[config.mk]
export PLATFORM = sky130hd
export DESIGN_NAME = multicycle_control
export DESIGN_NICKNAME = d
export VERILOG_FILES = /design/src/rtl/multicycle_control.sv
export SDC_FILE = /design/constraint.sdc
export NUM_CORES = 1
export LEC_CHECK = 0
export ABC_AREA = 1
export CORE_MARGIN = 3
export CORE_UTILIZATION = 35
export DETAILED_ROUTE_END_ITERATION = 10
export GPL_ROUTABILITY_DRIVEN = 0
export PLACE_DENSITY = 0.78
export RECOVER_POWER = 25
export SKIP_CTS_REPAIR_TIMING = 1
export SYNTH_ARGS = -nofsm -noshare
export SYNTH_HDL_FRONTEND = slang
export SYNTH_SLANG_ARGS = --single-unit
[constraint.sdc]
create_clock -name clk -period 1.5 [get_ports clk]
set_input_delay 0.3 -clock clk [delete_from_list [all_inputs] [get_ports clk]]
set_output_delay 0.3 -clock clk [all_outputs]
set_load 0.01 [all_outputs]
[src/rtl/multicycle_control.sv]
// rtl/multicycle_control.sv - multicycle MIPS-subset main control FSM with ALU decode
// Optional addi support is enabled by defining MC_CTRL_ADDI_EN.
module multicycle_control (
    input  logic       clk,
    input  logic       reset,
    input  logic [5:0] opcode,
    input  logic [5:0] funct,
    input  logic       zero,
    input  logic       mem_ready,
    output logic       pc_en,
    output logic       IorD,
    output logic       MemRead,
    output logic       MemWrite,
    output logic       IRWrite,
    output logic       MemtoReg,
    output logic       RegDst,
    output logic       RegWrite,
    output logic       ALUSrcA,
    output logic [1:0] ALUSrcB,
    output logic [1:0] PCSource,
    output logic [3:0] ALUcontrol,
    output logic       illegal_op,
    output logic [3:0] state
);

    localparam logic [3:0] S_FETCH  = 4'd0;
    localparam logic [3:0] S_DECODE = 4'd1;
    localparam logic [3:0] S_MEMADR = 4'd2;
    localparam logic [3:0] S_MEMRD  = 4'd3;
    localparam logic [3:0] S_MEMWB  = 4'd4;
    localparam logic [3:0] S_MEMWR  = 4'd5;
    localparam logic [3:0] S_EXEC   = 4'd6;
    localparam logic [3:0] S_ALUWB  = 4'd7;
    localparam logic [3:0] S_BRANCH = 4'd8;
    localparam logic [3:0] S_JUMP   = 4'd9;
`ifdef MC_CTRL_ADDI_EN
    localparam logic [3:0] S_ADDIEX = 4'd10;
    localparam logic [3:0] S_ADDIWB = 4'd11;
    localparam logic [5:0] OP_ADDI  = 6'b001000;
`endif

    localparam logic [5:0] OP_RTYPE = 6'b000000;
    localparam logic [5:0] OP_LW    = 6'b100011;
    localparam logic [5:0] OP_SW    = 6'b101011;
    localparam logic [5:0] OP_BEQ   = 6'b000100;
    localparam logic [5:0] OP_J     = 6'b000010;

    localparam logic [3:0] ALU_AND = 4'b0000;
    localparam logic [3:0] ALU_OR  = 4'b0001;
    localparam logic [3:0] ALU_ADD = 4'b0010;
    localparam logic [3:0] ALU_SUB = 4'b0110;
    localparam logic [3:0] ALU_SLT = 4'b0111;

    logic [3:0] state_q;
    logic [3:0] state_d;
    logic       fn_legal;
    logic [3:0] fn_alu;
    logic       pc_write;
    logic       pc_write_cond;

    always_comb begin
        fn_legal = 1'b1;
        fn_alu   = ALU_ADD;
        case (funct)
            6'h20:   fn_alu = ALU_ADD;
            6'h22:   fn_alu = ALU_SUB;
            6'h24:   fn_alu = ALU_AND;
            6'h25:   fn_alu = ALU_OR;
            6'h2A:   fn_alu = ALU_SLT;
            default: fn_legal = 1'b0;
        endcase
    end

    always_comb begin
        state_d       = state_q;
        pc_write      = 1'b0;
        pc_write_cond = 1'b0;
        IorD          = 1'b0;
        MemRead       = 1'b0;
        MemWrite      = 1'b0;
        IRWrite       = 1'b0;
        MemtoReg      = 1'b0;
        RegDst        = 1'b0;
        RegWrite      = 1'b0;
        ALUSrcA       = 1'b0;
        ALUSrcB       = 2'b00;
        PCSource      = 2'b00;
        ALUcontrol    = ALU_ADD;
        illegal_op    = 1'b0;
        case (state_q)
            S_FETCH: begin
                MemRead  = 1'b1;
                ALUSrcB  = 2'b01;
                IRWrite  = mem_ready;
                pc_write = mem_ready;
                if (mem_ready) state_d = S_DECODE;
            end
            S_DECODE: begin
                ALUSrcB = 2'b11;
                case (opcode)
                    OP_RTYPE:      state_d = S_EXEC;
                    OP_LW, OP_SW:  state_d = S_MEMADR;
                    OP_BEQ:        state_d = S_BRANCH;
                    OP_J:          state_d = S_JUMP;
`ifdef MC_CTRL_ADDI_EN
                    OP_ADDI:       state_d = S_ADDIEX;
`endif
                    default: begin
                        illegal_op = 1'b1;
                        state_d    = S_FETCH;
                    end
                endcase
            end
            S_MEMADR: begin
                ALUSrcA = 1'b1;
                ALUSrcB = 2'b10;
                state_d = (opcode == OP_LW) ? S_MEMRD : S_MEMWR;
            end
            S_MEMRD: begin
                MemRead = 1'b1;
                IorD    = 1'b1;
                if (mem_ready) state_d = S_MEMWB;
            end
            S_MEMWB: begin
                RegWrite = 1'b1;
                MemtoReg = 1'b1;
                state_d  = S_FETCH;
            end
            S_MEMWR: begin
                MemWrite = 1'b1;
                IorD     = 1'b1;
                if (mem_ready) state_d = S_FETCH;
            end
            S_EXEC: begin
                ALUSrcA    = 1'b1;
                ALUcontrol = fn_alu;
                illegal_op = ~fn_legal;
                state_d    = fn_legal ? S_ALUWB : S_FETCH;
            end
            S_ALUWB: begin
                RegWrite = 1'b1;
                RegDst   = 1'b1;
                state_d  = S_FETCH;
            end
            S_BRANCH: begin
                ALUSrcA       = 1'b1;
                ALUcontrol    = ALU_SUB;
                pc_write_cond = 1'b1;
                PCSource      = 2'b01;
                state_d       = S_FETCH;
            end
            S_JUMP: begin
                pc_write = 1'b1;
                PCSource = 2'b10;
                state_d  = S_FETCH;
            end
`ifdef MC_CTRL_ADDI_EN
            S_ADDIEX: begin
                ALUSrcA = 1'b1;
                ALUSrcB = 2'b10;
                state_d = S_ADDIWB;
            end
            S_ADDIWB: begin
                RegWrite = 1'b1;
                state_d  = S_FETCH;
            end
`endif
            default: begin
                // Unused encodings recover to FETCH with every control line low.
                ALUcontrol = 4'b0000;
                state_d    = S_FETCH;
            end
        endcase

        pc_en = pc_write | (pc_write_cond & zero);

        // Reset masks every strobe so an aborted instruction cannot write anything.
        if (reset) begin
            pc_en      = 1'b0;
            IorD       = 1'b0;
            MemRead    = 1'b0;
            MemWrite   = 1'b0;
            IRWrite    = 1'b0;
            MemtoReg   = 1'b0;
            RegDst     = 1'b0;
            RegWrite   = 1'b0;
            ALUSrcA    = 1'b0;
            ALUSrcB    = 2'b00;
            PCSource   = 2'b00;
            ALUcontrol = ALU_ADD;
            illegal_op = 1'b0;
        end
    end

    always_ff @(posedge clk) begin
        if (reset) state_q <= S_FETCH;
        else       state_q <= state_d;
    end

    assign state = state_q;

endmodule

### Word level (Yosys, flattened, before mapping)

Cells that the tools add are included.

* bits in registers: 4
* bits in latches: 0
* memory bits (writable): 0
* ROM bits: 0
* input port bits: 16
* memories kept: 0

* $add $sub $neg: 0
* multipliers: 0
* divide/modulo/power cells: 0
* magnitude comparators: 0
* equal/unequal tests: 21
* shift-type cells: 0
* muxes and demuxes: 37
* bitwise logic cells: 3
* reduce and logical (&&, ||, !) cells: 11

Operator list (count)
* 6-bit equality test, second input constant: 7
* 4-bit case mux with 6 select lines: 1
* 1-bit two-way mux: 21
* 4-bit by 3-bit equality test with 1-bit output, second input constant: 4
* 4-bit two-way mux: 4
* 4-bit case mux with 4 select lines: 1
* 3-bit case mux with 4 select lines: 1
* 4-bit case mux with 3 select lines: 1
* 5-bit OR reduction: 2
* 4-bit by 2-bit equality test with 1-bit output, second input constant: 2
* 4-bit equality test, second input constant: 2
* 2-bit OR reduction: 4
* 8-bit OR reduction: 1
* 6-bit by 2-bit equality test with 1-bit output, second input constant: 1
* 6-bit by 3-bit equality test with 1-bit output, second input constant: 1
* 6-bit logical NOT: 1
* 3-bit two-way mux: 2
* 2-bit != test, second input constant: 3
* 2-bit case mux with 3 select lines: 1
* 4-bit by 1-bit equality test with 1-bit output, second input constant: 1
* 4-bit logical NOT: 1
* 2-bit two-way mux: 2
* 1-bit case mux with 2 select lines: 2
* 2-bit case mux with 2 select lines: 1
* other kinds (5): 5

### Logic depth before layout (Yosys ltp)

* depth in word-level cells: 6
* mapped depth: 9
* gate-level depth less buffers: 9

### Worst setup path before layout

OpenSTA, ideal clock, no wires.

* kind: reg-to-output
* from: register state_q[2], in the netlist state[2]
* to: output illegal_op
* data arrival time: 1210 ps
* required time: 1200 ps
* path slack: -10 ps
* cell stages (with the launch flop): 6
* buffers on the path: 0
* cell sequence: dfxtp_1 nor2_2 nand2_1 nor2_1 nand4_1 o22ai_1

* word-level cells in the longest chain between the ends: 3

Ends and longest elaborated chain
* from (decl): line 54 `logic [3:0] state_q;`
* from (signal assigned): line 197 `else state_q <= state_d;`
* 4-bit by 3-bit equality test with 1-bit output / 4-bit by 1-bit equality test with 1-bit output (equally long branches): line 90 `case (state_q)`
* 1-bit case mux with 2 select lines *: line 90
* 1-bit two-way mux *: line 178 `if (reset) begin`
* to (decl): line 22 `output logic illegal_op,`

Every way passes the cells marked *; elsewhere a longest branch is shown, timed or not.

### Worst setup path in the final report

* from: input opcode[4]
* to: output illegal_op

* word-level cells in the longest chain between the ends: 5

Ends and longest elaborated chain
* from (decl): line 6 `input logic [5:0] opcode,`
* 6-bit equality test, or another cell as far along: line 100 `case (opcode)`
* 5-bit OR reduction (no line) *
* 1-bit two-way mux *: line 100
* 1-bit case mux with 2 select lines *: line 90
* 1-bit two-way mux *: line 178

Marks and branches as above.

==> impl_metrics.env <==
export IMPL_grt_max_degree=11
export IMPL_postSynthCellCount=119
export IMPL_final_max_slew_viol_count=0
export IMPL_via_count=1112
export IMPL_antenna_cells=0
export IMPL_grt_pass1_wl_microns=3420
export IMPL_layout_commonest_cell="buf_4"
export IMPL_cts_root_buf="clkbuf_4"
export IMPL_cp_max_fo=3
export IMPL_clock_sinks=4
export IMPL_utilization=0.901
export IMPL_yosysSeqAreaShare=0.136
export IMPL_max_cap_viol_count=0
export IMPL_drt_pass1_iterations=4
export IMPL_htree_levels=1
export IMPL_fin_crit_ns=1.72
export IMPL_worstPathRequired_ns=1.20
export IMPL_met3_usage=0.0307
export IMPL_mostFrequentLayoutCells="28 x buf_4, 20 x nand2_1, 16 x buf_2"
export IMPL_die_y_microns=47.1
export IMPL_setup_viol=17
export IMPL_nets=206
export IMPL_via_per_inst=5.45
export IMPL_pre_cts_ws_ns=-0.709
export IMPL_crit_start="opcode[4]"
export IMPL_place_inst=193
export IMPL_start_kind="input pin"
export IMPL_worst_slack_ns=-0.222
export IMPL_async_flop_share=0
export IMPL_drc_errors=0
export IMPL_peakVddDrop_v=0.000359
export IMPL_violations="negative setup slack"
export IMPL_fin_setup_tns_ns=-1.86
export IMPL_io_buffers=36
export IMPL_clk_path_buf_depth=2
export IMPL_areaGrowthSynthToFinish_pct=135
export IMPL_synth_cell_types=21
export IMPL_fin_skew_ns=0.00386
export IMPL_tritoncts="yes"
export IMPL_hold_path_class="input pin to register"
export IMPL_clk_pin_slew_ns=0.03
export IMPL_clock_latency_ns=0.23
export IMPL_wl_microns=3360
export IMPL_post_route_period_util=1.15
export IMPL_worstHoldStart="reset"
export IMPL_fin_area_sq_um=1390
export IMPL_start_util=0.383
export IMPL_regToRegStartpoint="state[1]$_SDFFE_PP0P_"
export IMPL_max_freq_mhz=581
export IMPL_dpl_cell_area_sq_um=1140
export IMPL_drtAntennaViolNets=0
export IMPL_num_rows=14
export IMPL_grt_met2_usage=0.379
export IMPL_worst_setup_path_type="input pin to output port"
export IMPL_leakagePower_nw=0.837
export IMPL_drive_gt1_frac=0.559
export IMPL_antenna_found_initial=0
export IMPL_first_global_vias=896
export IMPL_ys_warn_count=0
export IMPL_p_per_area_nw_per_um2=350
export IMPL_critPathCaptureType="output port"
export IMPL_met1_usage=0.259
export IMPL_numCtsBuffers=3
export IMPL_synth_edff_count=0
export IMPL_worstPathArrival_ns=1.42
export IMPL_grt_overflow_total=0
export IMPL_core_sq_um=1540
export IMPL_track_usage=0.217
export IMPL_p_total_mw=0.486
export IMPL_final_hold_viol_count=0
export IMPL_die_w_microns=47.1
export IMPL_rsz0062_at_grt="true"
export IMPL_wire_per_inst_microns=16.5
export IMPL_synth_area_sq_um=591
export IMPL_ys_seq_elements=4
export IMPL_outcome="complete, but fails checks"
export IMPL_drt_initial_drc_count=41
export IMPL_whs_ns=0.481
export IMPL_dieArea_sq_um=2220
export IMPL_synth_fp_nets=135
export IMPL_post_dp_hpwl_microns=1830
export IMPL_syn_avg_cell_area_sq_um=4.96
export IMPL_busiest_layer="met2"
export IMPL_largest_reg_flops=4
export IMPL_yosys_most_used_dff="dfxtp_1"
export IMPL_finalNonFillerCells=204
export IMPL_ioPinCount=38
[final timing paths]
path	slack (ns)	endpoint	cells past startpoint
setup / recovery	-0.22	illegal_op	6
hold / removal	0.48	state[2]$_SDFFE_PP0P_	3
setup reg to reg	-0.02	state[0]$_SDFFE_PP0P_	10
hold reg to reg	0.83	state[2]$_SDFFE_PP0P_	5
[cells by family (layout without fill, tap and decap cells)]
kind of cell | count (synthesis) | count (layout) | synth area share
simple gates | 76 | 76 | 0.561
buf+inv | 25 | 94 | 0.165
compound gates | 13 | 13 | 0.131
flops | 4 | 4 | 0.136
other cells | 1 | 1 | 0.00635
[power breakdown]
part	internal, mW	switching [mW]
sequential	0.105	0.00395
combinational	0.118	0.127
clock	0.0894	0.0424
[final cells by class]
cell class	count	area, sq um
Fill cell	76	153
Multi-Input combinational cell	90	586
Timing Repair Buffer	68	574
Tap cell	16	20.0
Inverter	23	93.8
Sequential cell	4	92.6
Clock buffer	3	22.5
[critical path, stage by stage]
cell and delay (ns):
clkdlybuf4s50_1 0.55, nor2_4 0.07, nand3_2 0.10, nand4_1 0.11, o22ai_1 0.13, buf_2 0.15
[Yosys cell counts, drive strengths merged (2+ instances only)]
| cell | instances | area [sq um] |
|---|---|---|
| a21oi | 7 | 38.8 |
| nand4 | 4 | 25.0 |
| dfxtp | 4 | 80.1 |
| nand3 | 12 | 60.1 |
| nor3 | 3 | 20.0 |
| o21ai | 2 | 10.0 |
| inv | 23 | 86.3 |
| nand2 | 31 | 116 |
| nor2 | 26 | 110 |
[layer usage]
metal,vias up,part of all wire
met1,508,0.35
met3,16,0.081
li1,517,-
met5,-,0
met4,0,0.030
met2,71,0.54
No activity file was read; power rests on OpenSTA's default activity.
